## config.mk

```make
export PLATFORM = sky130hd
export DESIGN_NAME = ma_pipe_adder_flat
export DESIGN_NICKNAME = d
export VERILOG_FILES = /design/src/rtl/ma_pipe_adder_if.sv /design/src/rtl/ma_pipe_adder.sv /design/src/flat_wrapper.sv
export SDC_FILE = /design/constraint.sdc
export NUM_CORES = 1
export LEC_CHECK = 0
export CAP_MARGIN = 25
export CORE_MARGIN = 5
export CORE_UTILIZATION = 47
export CTS_BUF_LIST = sky130_fd_sc_hd__clkbuf_4
export DETAILED_ROUTE_END_ITERATION = 10
export PLACE_DENSITY = 0.7
export SYNTH_ARGS = -nofsm -noshare
export SYNTH_HDL_FRONTEND = slang
export SYNTH_SLANG_ARGS = --single-unit
```

## constraint.sdc

```tcl
create_clock -name clk -period 4.4 [get_ports clk]
set_input_delay 0.66 -clock clk [delete_from_list [all_inputs] [get_ports clk]]
set_output_delay 0.66 -clock clk [all_outputs]
set_load 0.02 [all_outputs]
```

## src/rtl/ma_pipe_adder_if.sv

```systemverilog
// Operand/result handshake bundle for ma_pipe_adder.
// The master side supplies operands and consumes results; the slave side is the adder.
interface ma_pipe_adder_if #(
    parameter int WIDTH = 16
);
    logic             in_valid;
    logic             in_ready;
    logic [WIDTH-1:0] a;
    logic [WIDTH-1:0] b;
    logic             cin;
    logic             sub;
    logic             out_valid;
    logic             out_ready;
    logic [WIDTH-1:0] s;
    logic             cout;
    logic             ovf;

    modport master (
        output in_valid, a, b, cin, sub, out_ready,
        input  in_ready, out_valid, s, cout, ovf
    );

    modport slave (
        input  in_valid, a, b, cin, sub, out_ready,
        output in_ready, out_valid, s, cout, ovf
    );
endinterface

```

## src/rtl/ma_pipe_adder.sv

```systemverilog
// Pipelined ripple-carry adder/subtractor built from CHUNK-bit slices.
// Pipeline level k holds the sum bits of slices 0..k, the carry into slice k+1,
// the untouched operand bits of the upper slices and a valid bit. The last level
// is the registered output, so an op accepted at edge n is presented after
// edge n+STAGES-1. The whole pipeline advances together whenever the output is
// empty or being consumed; otherwise every register holds.
module ma_pipe_adder #(
    parameter int WIDTH = 16,
    parameter int CHUNK = 4
) (
    input  logic             clk,
    input  logic             rst_n,
    ma_pipe_adder_if.slave   bus
);
    localparam int STAGES = WIDTH / CHUNK;

    // Pipeline registers, one entry per level
    logic [WIDTH-1:0] pa [STAGES];
    logic [WIDTH-1:0] pb [STAGES];
    logic [WIDTH-1:0] ps [STAGES];
    logic             pc [STAGES];
    logic             pv [STAGES];
    logic             ovf_q;

    // Values feeding each level's slice adder
    logic [WIDTH-1:0] src_a [STAGES];
    logic [WIDTH-1:0] src_b [STAGES];
    logic [WIDTH-1:0] src_s [STAGES];
    logic             src_c [STAGES];
    logic             src_v [STAGES];
    logic [CHUNK:0]   slice_sum [STAGES];
    logic [WIDTH-1:0] nxt_s [STAGES];
    logic             nxt_ovf;
    logic             en;

    // Global advance: the output slot is free or is being taken this cycle
    always_comb begin
        en = ~pv[STAGES-1] | bus.out_ready;
    end

    assign bus.in_ready  = en;
    assign bus.out_valid = pv[STAGES-1];
    assign bus.s         = ps[STAGES-1];
    assign bus.cout      = pc[STAGES-1];
    assign bus.ovf       = ovf_q;

    // Slice adders: level 0 works on the live operands, later levels on the previous level
    always_comb begin
        src_a[0] = bus.a;
        src_b[0] = bus.sub ? ~bus.b : bus.b;
        src_s[0] = '0;
        src_c[0] = bus.sub ? 1'b1 : bus.cin;
        src_v[0] = bus.in_valid;
        for (int k = 1; k < STAGES; k++) begin
            src_a[k] = pa[k-1];
            src_b[k] = pb[k-1];
            src_s[k] = ps[k-1];
            src_c[k] = pc[k-1];
            src_v[k] = pv[k-1];
        end
        for (int k = 0; k < STAGES; k++) begin
            slice_sum[k] = {1'b0, src_a[k][k*CHUNK +: CHUNK]}
                         + {1'b0, src_b[k][k*CHUNK +: CHUNK]}
                         + {{CHUNK{1'b0}}, src_c[k]};
            nxt_s[k] = src_s[k];
            nxt_s[k][k*CHUNK +: CHUNK] = slice_sum[k][CHUNK-1:0];
        end
        // Carry into the MSB is recovered from the MSB sum bit; overflow is that XOR carry out
        nxt_ovf = src_a[STAGES-1][WIDTH-1] ^ src_b[STAGES-1][WIDTH-1]
                ^ slice_sum[STAGES-1][CHUNK-1] ^ slice_sum[STAGES-1][CHUNK];
    end

    // Pipeline advance with synchronous reset; the output level only loads real results
    always_ff @(posedge clk) begin
        if (!rst_n) begin
            for (int k = 0; k < STAGES; k++) begin
                pa[k] <= '0;
                pb[k] <= '0;
                ps[k] <= '0;
                pc[k] <= 1'b0;
                pv[k] <= 1'b0;
            end
            ovf_q <= 1'b0;
        end else if (en) begin
            for (int k = 0; k < STAGES; k++) begin
                pv[k] <= src_v[k];
                if (k != STAGES-1 || src_v[k]) begin
                    pa[k] <= src_a[k];
                    pb[k] <= src_b[k];
                    ps[k] <= nxt_s[k];
                    pc[k] <= slice_sum[k][CHUNK];
                end
            end
            if (src_v[STAGES-1]) begin
                ovf_q <= nxt_ovf;
            end
        end
    end
endmodule

```

## src/flat_wrapper.sv

```systemverilog
// flat-port wrapper written by rule: the top's interface ports become plain ports
module ma_pipe_adder_flat 
#(
    parameter int WIDTH = 16,
    parameter int CHUNK = 4
)
  (clk, rst_n, bus_in_valid, bus_a, bus_b, bus_cin, bus_sub, bus_out_ready, bus_in_ready, bus_out_valid, bus_s, bus_cout, bus_ovf);
  ma_pipe_adder_if #(.WIDTH(WIDTH)) bus_i ();
  input  logic clk;
  input  logic rst_n;
  input wire logic [$bits(bus_i.in_valid)-1:0] bus_in_valid;
  input wire logic [$bits(bus_i.a)-1:0] bus_a;
  input wire logic [$bits(bus_i.b)-1:0] bus_b;
  input wire logic [$bits(bus_i.cin)-1:0] bus_cin;
  input wire logic [$bits(bus_i.sub)-1:0] bus_sub;
  input wire logic [$bits(bus_i.out_ready)-1:0] bus_out_ready;
  output wire logic [$bits(bus_i.in_ready)-1:0] bus_in_ready;
  output wire logic [$bits(bus_i.out_valid)-1:0] bus_out_valid;
  output wire logic [$bits(bus_i.s)-1:0] bus_s;
  output wire logic [$bits(bus_i.cout)-1:0] bus_cout;
  output wire logic [$bits(bus_i.ovf)-1:0] bus_ovf;
  assign bus_i.in_valid = bus_in_valid;
  assign bus_i.a = bus_a;
  assign bus_i.b = bus_b;
  assign bus_i.cin = bus_cin;
  assign bus_i.sub = bus_sub;
  assign bus_i.out_ready = bus_out_ready;
  assign bus_in_ready = bus_i.in_ready;
  assign bus_out_valid = bus_i.out_valid;
  assign bus_s = bus_i.s;
  assign bus_cout = bus_i.cout;
  assign bus_ovf = bus_i.ovf;
  ma_pipe_adder #(.WIDTH(WIDTH), .CHUNK(CHUNK)) u_core (.clk(clk), .rst_n(rst_n), .bus(bus_i));
endmodule
```

==> results.json, run 1 <==
{
  "status": "complete, no violations",
  "multiInputGateArea_sq_um": 1240,
  "yosysSeqAreaShare": 0.670,
  "relSlewSlack": 0.379,
  "p_comb_frac": 0.113,
  "grt_pass1_vias": 2486,
  "startpoint_type": "primary input",
  "nNetsFinal": 418,
  "power.density_nw_per_um2": 336,
  "cts_tree": "done",
  "seqPwrFrac": 0.647,
  "mappedNetlistArea_sq_um": 4330,
  "seqCellArea_sq_um": 2900,
  "synth_compound_area_frac": 0.0208,
  "cp_num_buf_inv": 2,
  "via_per_inst": 4.97,
  "finalInstanceArea_sq_um": 5070,
  "power.switching_w": 0.000394,
  "crit_fanout": 57,
  "crit_top_cell": "clkdlybuf4s50_1",
  "die_h_microns": 106,
  "cts_buffer_depth": 2,
  "place_area_sq_um": 4950,
  "period_share": 0.672,
  "hold_depth": 2,
  "hpwlAfterDp_mm": 4.37,
  "nFillCells": 762,
  "synth_top_family_by_area": "simple AND/OR/NAND/NOR gates",
  "io_pins": 58,
  "wire_per_inst_microns": 13.5,
  "worstReg2RegStart": "u_core.pv[0][3]",
  "cp.arrival_ps": 2300,
  "yosysTopAreaCell": "edfxtp_1",
  "grt_usage": 0.126,
  "synth_xor_area_frac": 0.0424,
  "synth_nets": 365,
  "async_reset_ff_frac": 0,
  "syn_area_per_cell_sq_um": 14.1,
  "slew_violations": 0,
  "finalSetupViolCount": 0,
  "tns_ps": 0,
  "netSwitchingFraction": 0.231,
  "cts.sink_count": 97,
  "cts_hold_buf": 0,
  "slowest_stage": "clkdlybuf4s50_1",
  "syn2layout_area_growth_pct": 17.1,
  "rrSetupSlack_ps": 2310,
  "path_depth": 3,
  "finalCriticalPeriod_ps": 2960,
  "diodes": 0,
  "die_area_sq_um": 11200,
  "intPower_w": 0.00131,
  "worst_pin_slew_ps": 931,
  "leakagePower_nw": 2.17,
  "synthSimpleGateAreaFrac": 0.152,
  "synthDistinctLibCells": 30,
  "fmax_mhz": 338,
  "clock-root-buffer": "clkbuf_4",
  "initial_core_util": 0.476,
  "clkLatencyLatePin_ps": 430,
  "r2r_end": "u_core.ps[3][12]",
  "die_w_microns": 106,
  "antenna_found_initial": 0,
  "crit_required_ps": 3740,
  "synth_edf_count": 96,
  "vias": 2366,
  "skew_ps": 15.5,
  "synth_fa_ha_area_frac": 0.0716,
  "h-tree-depth": 3,
  "synthTopCellsByCount": "96 x edfxtp_1, 66 x and3_1, 26 x nor2_1",
  "hold_start": "u_core.bus.ovf",
  "drt_first_pass_iters": 4,
  "maxCapViolCount": 0,
  "end_kind": "output port",
  "remaining_drc_errors": 0,
  "cts_setup_buffers": 0,
  "cts_resized": 0,
  "synth.top_cell.area_share": 0.665,
  "rows": 35,
  "synth_cells": 307,
  "yosysMostFrequentCell": "edfxtp_1",
  "vdd_ir_drop_max_mv": 0.121,
  "hold_path_class": "reg -> reg",
  "port_buffers": 57,
  "drtAntennaViolNets": 0,
  "grt_overflow": 0,
  "yosys-mux-area-fraction": 0,
  "ys_dominant_reg_cell": "edfxtp_1",
  "worstSetupPathType": "in -> out",
  "grt_first_pass_wirelength_mm": 11.3,
  "cp_top_family": "buffers and inverters",
  "synth_seq_cells": 97,
  "coreArea_sq_um": 9110,
  "grt_max_degree": 80,
  "drt_iter0_markers": 116,
  "routabilityCongestion": 0.756,
  "drive_gt1_frac": 0.0630,
  "cpPeakStageDelay_ps": 700,
  "yosys_warnings": 0,
  "cts_made_buffers": 9,
  "hold_violations": 0,
  "cp_cell_sequence": "clkdlybuf4s50_1, nand2b_4, clkdlybuf4s50_1",
  "clock_power_share": 0.241,
  "holdPathEnd": "u_core.bus.ovf",
  "rsz0062_at_grt": "false",
  "netlist_top_cells_area": "edfxtp_1 67%, and3_1 9.5%, fa_1 3.7%",
  "path_clk_slew_ps": 140,
  "reg2reg_depth": 3,
  "drt-total-wl_mm": 6.43
}
## power by group through the flow
stage / registers, W / clock network [W] / logic (W)
5_1_grt: 0.00111 / 0.000461 / 0.000216
2_1_floorplan: 0.00113 / 0 / 0.000110
3_5_place_dp: 0.00113 / 0 / 0.000194
4_1_cts: 0.00110 / 0.000420 / 0.000195
6_report: 0.00110 / 0.000410 / 0.000192
3_3_place_gp: 0.00112 / 0 / 0.000188
## registers in the layout, indices dropped and copies added (netlist names)
signal          count
u_core.bus.ovf      1
u_core.pa          24
u_core.pb          24
u_core.pc           4
u_core.ps          40
u_core.pv           4
## worst reg2reg max path, cell delays in order, from the launching register on
cell and delay [ps]:
edfxtp_1 480, nand2b_4 430, and2_1 240, nand2b_1 590
## cell type report
class	instances	area share
clock buffer	10	0.0148
clock inverter	6	0.00863
inverter	20	0.0148
multi-input combinational	172	0.245
sequential	97	0.572
tap	111	0.0274
timing repair buffer	60	0.117
## cells in the final DEF, fill, tap and decap left out, drive strengths merged
cell,netlist,final
edfxtp,96,96
and3,66,66
clkdlybuf4s50,0,57
nor2,26,26
inv,20,21
xnor2,16,16
ha,12,12
clkbuf,7,10
fa,8,8
a21oi,7,7
nor2b,6,6
xor2,5,5
nand2,5,5
o21ai,5,5
clkinv,0,5
nor3,4,4
buf,11,3
nand2b,3,3
nand3b,2,2
a21boi,2,2
nor3b,2,2
and2,2,2
a21o,1,1
dfxtp,1,1
## cell families (layout without fill, tap and decap cells)
| group | Yosys count | count (layout) |
|---|---|---|
| AOI/OAI and AO/OA | 15 | 15 |
| xor gates and xnor gates | 21 | 21 |
| adders and majority gates | 20 | 20 |
| buffers and inverters | 38 | 96 |
| DFF | 97 | 97 |
| and+or+nand+nor | 116 | 116 |
## through the flow
stage	setup WS, ps	std cells	hold slack (ps)	power (W)	util
floorplan	774	307	528	0.00124	-
global placement	1450	460	528	0.00131	0.544
detailed placement	1450	460	535	0.00132	0.544
CTS	1440	476	549	0.00172	0.557
global route	1340	476	584	0.00179	0.557
finish	1440	476	549	0.00171	0.557
## how the worst max path moves through the flow
| stage | endpoint | startpoint | slack (ps) |
|---|---|---|---|
| after floorplan | u_core.pa[0][10] | rst_n | 770 |
| after global placement | bus_in_ready | bus_out_ready | 1450 |
| after detailed placement | bus_in_ready | bus_out_ready | 1450 |
| after CTS | bus_in_ready | bus_out_ready | 1440 |
| after global routing | bus_in_ready | bus_out_ready | 1340 |
| final | bus_in_ready | bus_out_ready | 1440 |
## layer usage
layer	GRT usage	vias up	part of all wire
met1	0.165	1088	0.45
met5	0	-	0
li1	-	1199	-
met2	0.198	67	0.48
met4	0.0620	0	0.021
met3	0.0316	12	0.052
Note: power is estimated with default switching activity, not from simulation.
==> run 2: changes to the inputs <==
Settings changed: PLACE_DENSITY 0.7 to 0.73.
Clock period 4.4 ns to 2.6 ns, I/O delays scaled along.
==> run 2 against run 1 <==
Sequential share of layout area decreased by 1.8 points. Clock skew is 6.7 ps higher. Clock-buffer cell count unchanged. Register-to-register slack worse by 1700 ps. Via count up 0.17%. Setup slack worse by 890 ps. Sequential power up 70%. Critical path type is now reg -> out.
==> results.json, run 2 (synthesis results as in run 1) <==
{
  "end_kind": "output port",
  "p_total_w": 0.00308,
  "port_buffers": 57,
  "cts_buffer_depth": 2,
  "final_cell_mix": "96 x edfxtp_1, 66 x and3_1, 57 x clkdlybuf4s50_1",
  "slowest_stage": "clkdlybuf4s50_1",
  "coreArea_sq_um": 9110,
  "clock-root-buffer": "clkbuf_4",
  "antenna_found_initial": 1,
  "pre_cts_slack_ps": 106,
  "crit_fanout": 3,
  "hold_path_class": "reg -> reg",
  "clkLatencyLatePin_ps": 440,
  "seqPwrFrac": 0.606,
  "finalSetupViolCount": 0,
  "layout_commonest_cell": "edfxtp_1",
  "startpoint_type": "flip-flop",
  "cts_made_buffers": 9,
  "cp_top_family": "buffers and inverters",
  "crit_required_ps": 2210,
  "period_share": 0.789,
  "hold_violations": 0,
  "rows": 35,
  "wire_per_inst_microns": 13.1,
  "grt_first_pass_wirelength_mm": 10.8,
  "cts_setup_buffers": 0,
  "placed_cells": 467,
  "rsz0062_at_grt": "false",
  "vias": 2370,
  "remaining_drc_errors": 0,
  "cts_resized": 0,
  "drt_iter0_markers": 113,
  "cpPeakStageDelay_ps": 640,
  "vdd_ir_drop_max_mv": 0.297,
  "grt_usage": 0.122,
  "initial_core_util": 0.476,
  "p_comb_frac": 0.107,
  "layout.cells.non_filler": 484,
  "routabilityCongestion": 0.750,
  "tns_ps": 0,
  "grt_max_degree": 58,
  "fmax_mhz": 487,
  "relSlewSlack": 0.589,
  "die_w_microns": 106,
  "cp_cell_sequence": "nand2b_4, clkdlybuf4s50_1",
  "power.switching_w": 0.000664,
  "worstSetupPathType": "reg -> out",
  "path_clk_slew_ps": 140,
  "largest_reg_flops": 40,
  "intPower_w": 0.00242,
  "cts_tree": "done",
  "top_regs": "u_core.ps: 40 flops, u_core.pa: 24 flops, u_core.pb: 24 flops",
  "slew_violations": 0,
  "worst_pin_slew_ps": 615,
  "cts_hold_buf": 0,
  "nNetsFinal": 425,
  "io_pins": 58,
  "grt_pass1_vias": 2370,
  "syn2layout_area_growth_pct": 20.9,
  "nFillCells": 780,
  "drt-total-wl_mm": 6.34,
  "cp_num_buf_inv": 1,
  "h-tree-depth": 3,
  "cp.arrival_ps": 1660,
  "finalCriticalPeriod_ps": 2050,
  "largest-register": "u_core.ps",
  "netSwitchingFraction": 0.216,
  "status": "complete, no violations",
  "die_h_microns": 106,
  "via_per_inst": 4.90,
  "grt_overflow": 0,
  "drive_gt1_frac": 0.0833,
  "cts.sink_count": 97,
  "drt_first_pass_iters": 4,
  "hpwlAfterDp_mm": 4.46,
  "die_area_sq_um": 11200,
  "drtAntennaViolNets": 0,
  "maxCapViolCount": 0,
  "skew_ps": 22.2,
  "leakagePower_nw": 2.25,
  "layout_setup_ws_ps": 549,
  "clock_power_share": 0.287,
  "power.density_nw_per_um2": 588
}
[run 2: per-stage QoR]
stage                     hold slack [ps]   util  instance area [sq um]
after floorplan                       528      -                   4330
after global placement                515  0.557                   5070
after detailed placement              520  0.557                   5070
after CTS                             535  0.575                   5240
after global routing                  562  0.575                   5240
final                                 533  0.575                   5240
[run 2: worst paths after layout]
path	to	start	slack (ps)	cells after the start
min reg2reg	u_core.bus.ovf	u_core.bus.ovf	530	2
min	u_core.bus.ovf	u_core.bus.ovf	530	2
max reg2reg	u_core.bus.ovf	u_core.pa[0][44]	650	7
max	bus_in_ready	u_core.pv[0][3]	550	2
[run 2: power groups by stage]
| stage | logic [W] | registers (W) | clock network [W] |
|---|---|---|---|
| 2_1_floorplan | 0.000187 | 0.00191 | 0 |
| 3_3_place_gp | 0.000322 | 0.00190 | 0 |
| 3_5_place_dp | 0.000334 | 0.00190 | 0 |
| 4_1_cts | 0.000335 | 0.00187 | 0.000907 |
| 5_1_grt | 0.000370 | 0.00188 | 0.000981 |
| 6_report | 0.000330 | 0.00187 | 0.000885 |
[run 2: area by class of cell]
cell class / count / area [sq um] / share of cell area
Tap cell: 111 / 139 / 0.0265
Inverter: 20 / 75.1 / 0.0143
Clock buffer: 10 / 75.1 / 0.0143
Multi-Input combinational cell: 172 / 1240 / 0.238
Sequential cell: 97 / 2900 / 0.554
Antenna cell: 1 / 2.50 / 0.000478
Clock inverter: 6 / 90.1 / 0.0172
Timing Repair Buffer: 67 / 708 / 0.135
[run 2: worst min-delay path, stage by stage, from the launching register on]
cell and delay [ps]:
dfxtp_1 340, o21ai_1 120, a21oi_1 40
[run 2: metal layers]
layer / routed length, microns / up-vias / share of wire / global-route usage
met2: 3000 / 60 / 0.47 / 0.194
met1: 2860 / 1083 / 0.45 / 0.148
met4: 172 / 0 / 0.027 / 0.0694
met5: 0 / - / 0 / 0
li1: - / 1213 / - / -
met3: 314 / 14 / 0.050 / 0.0364
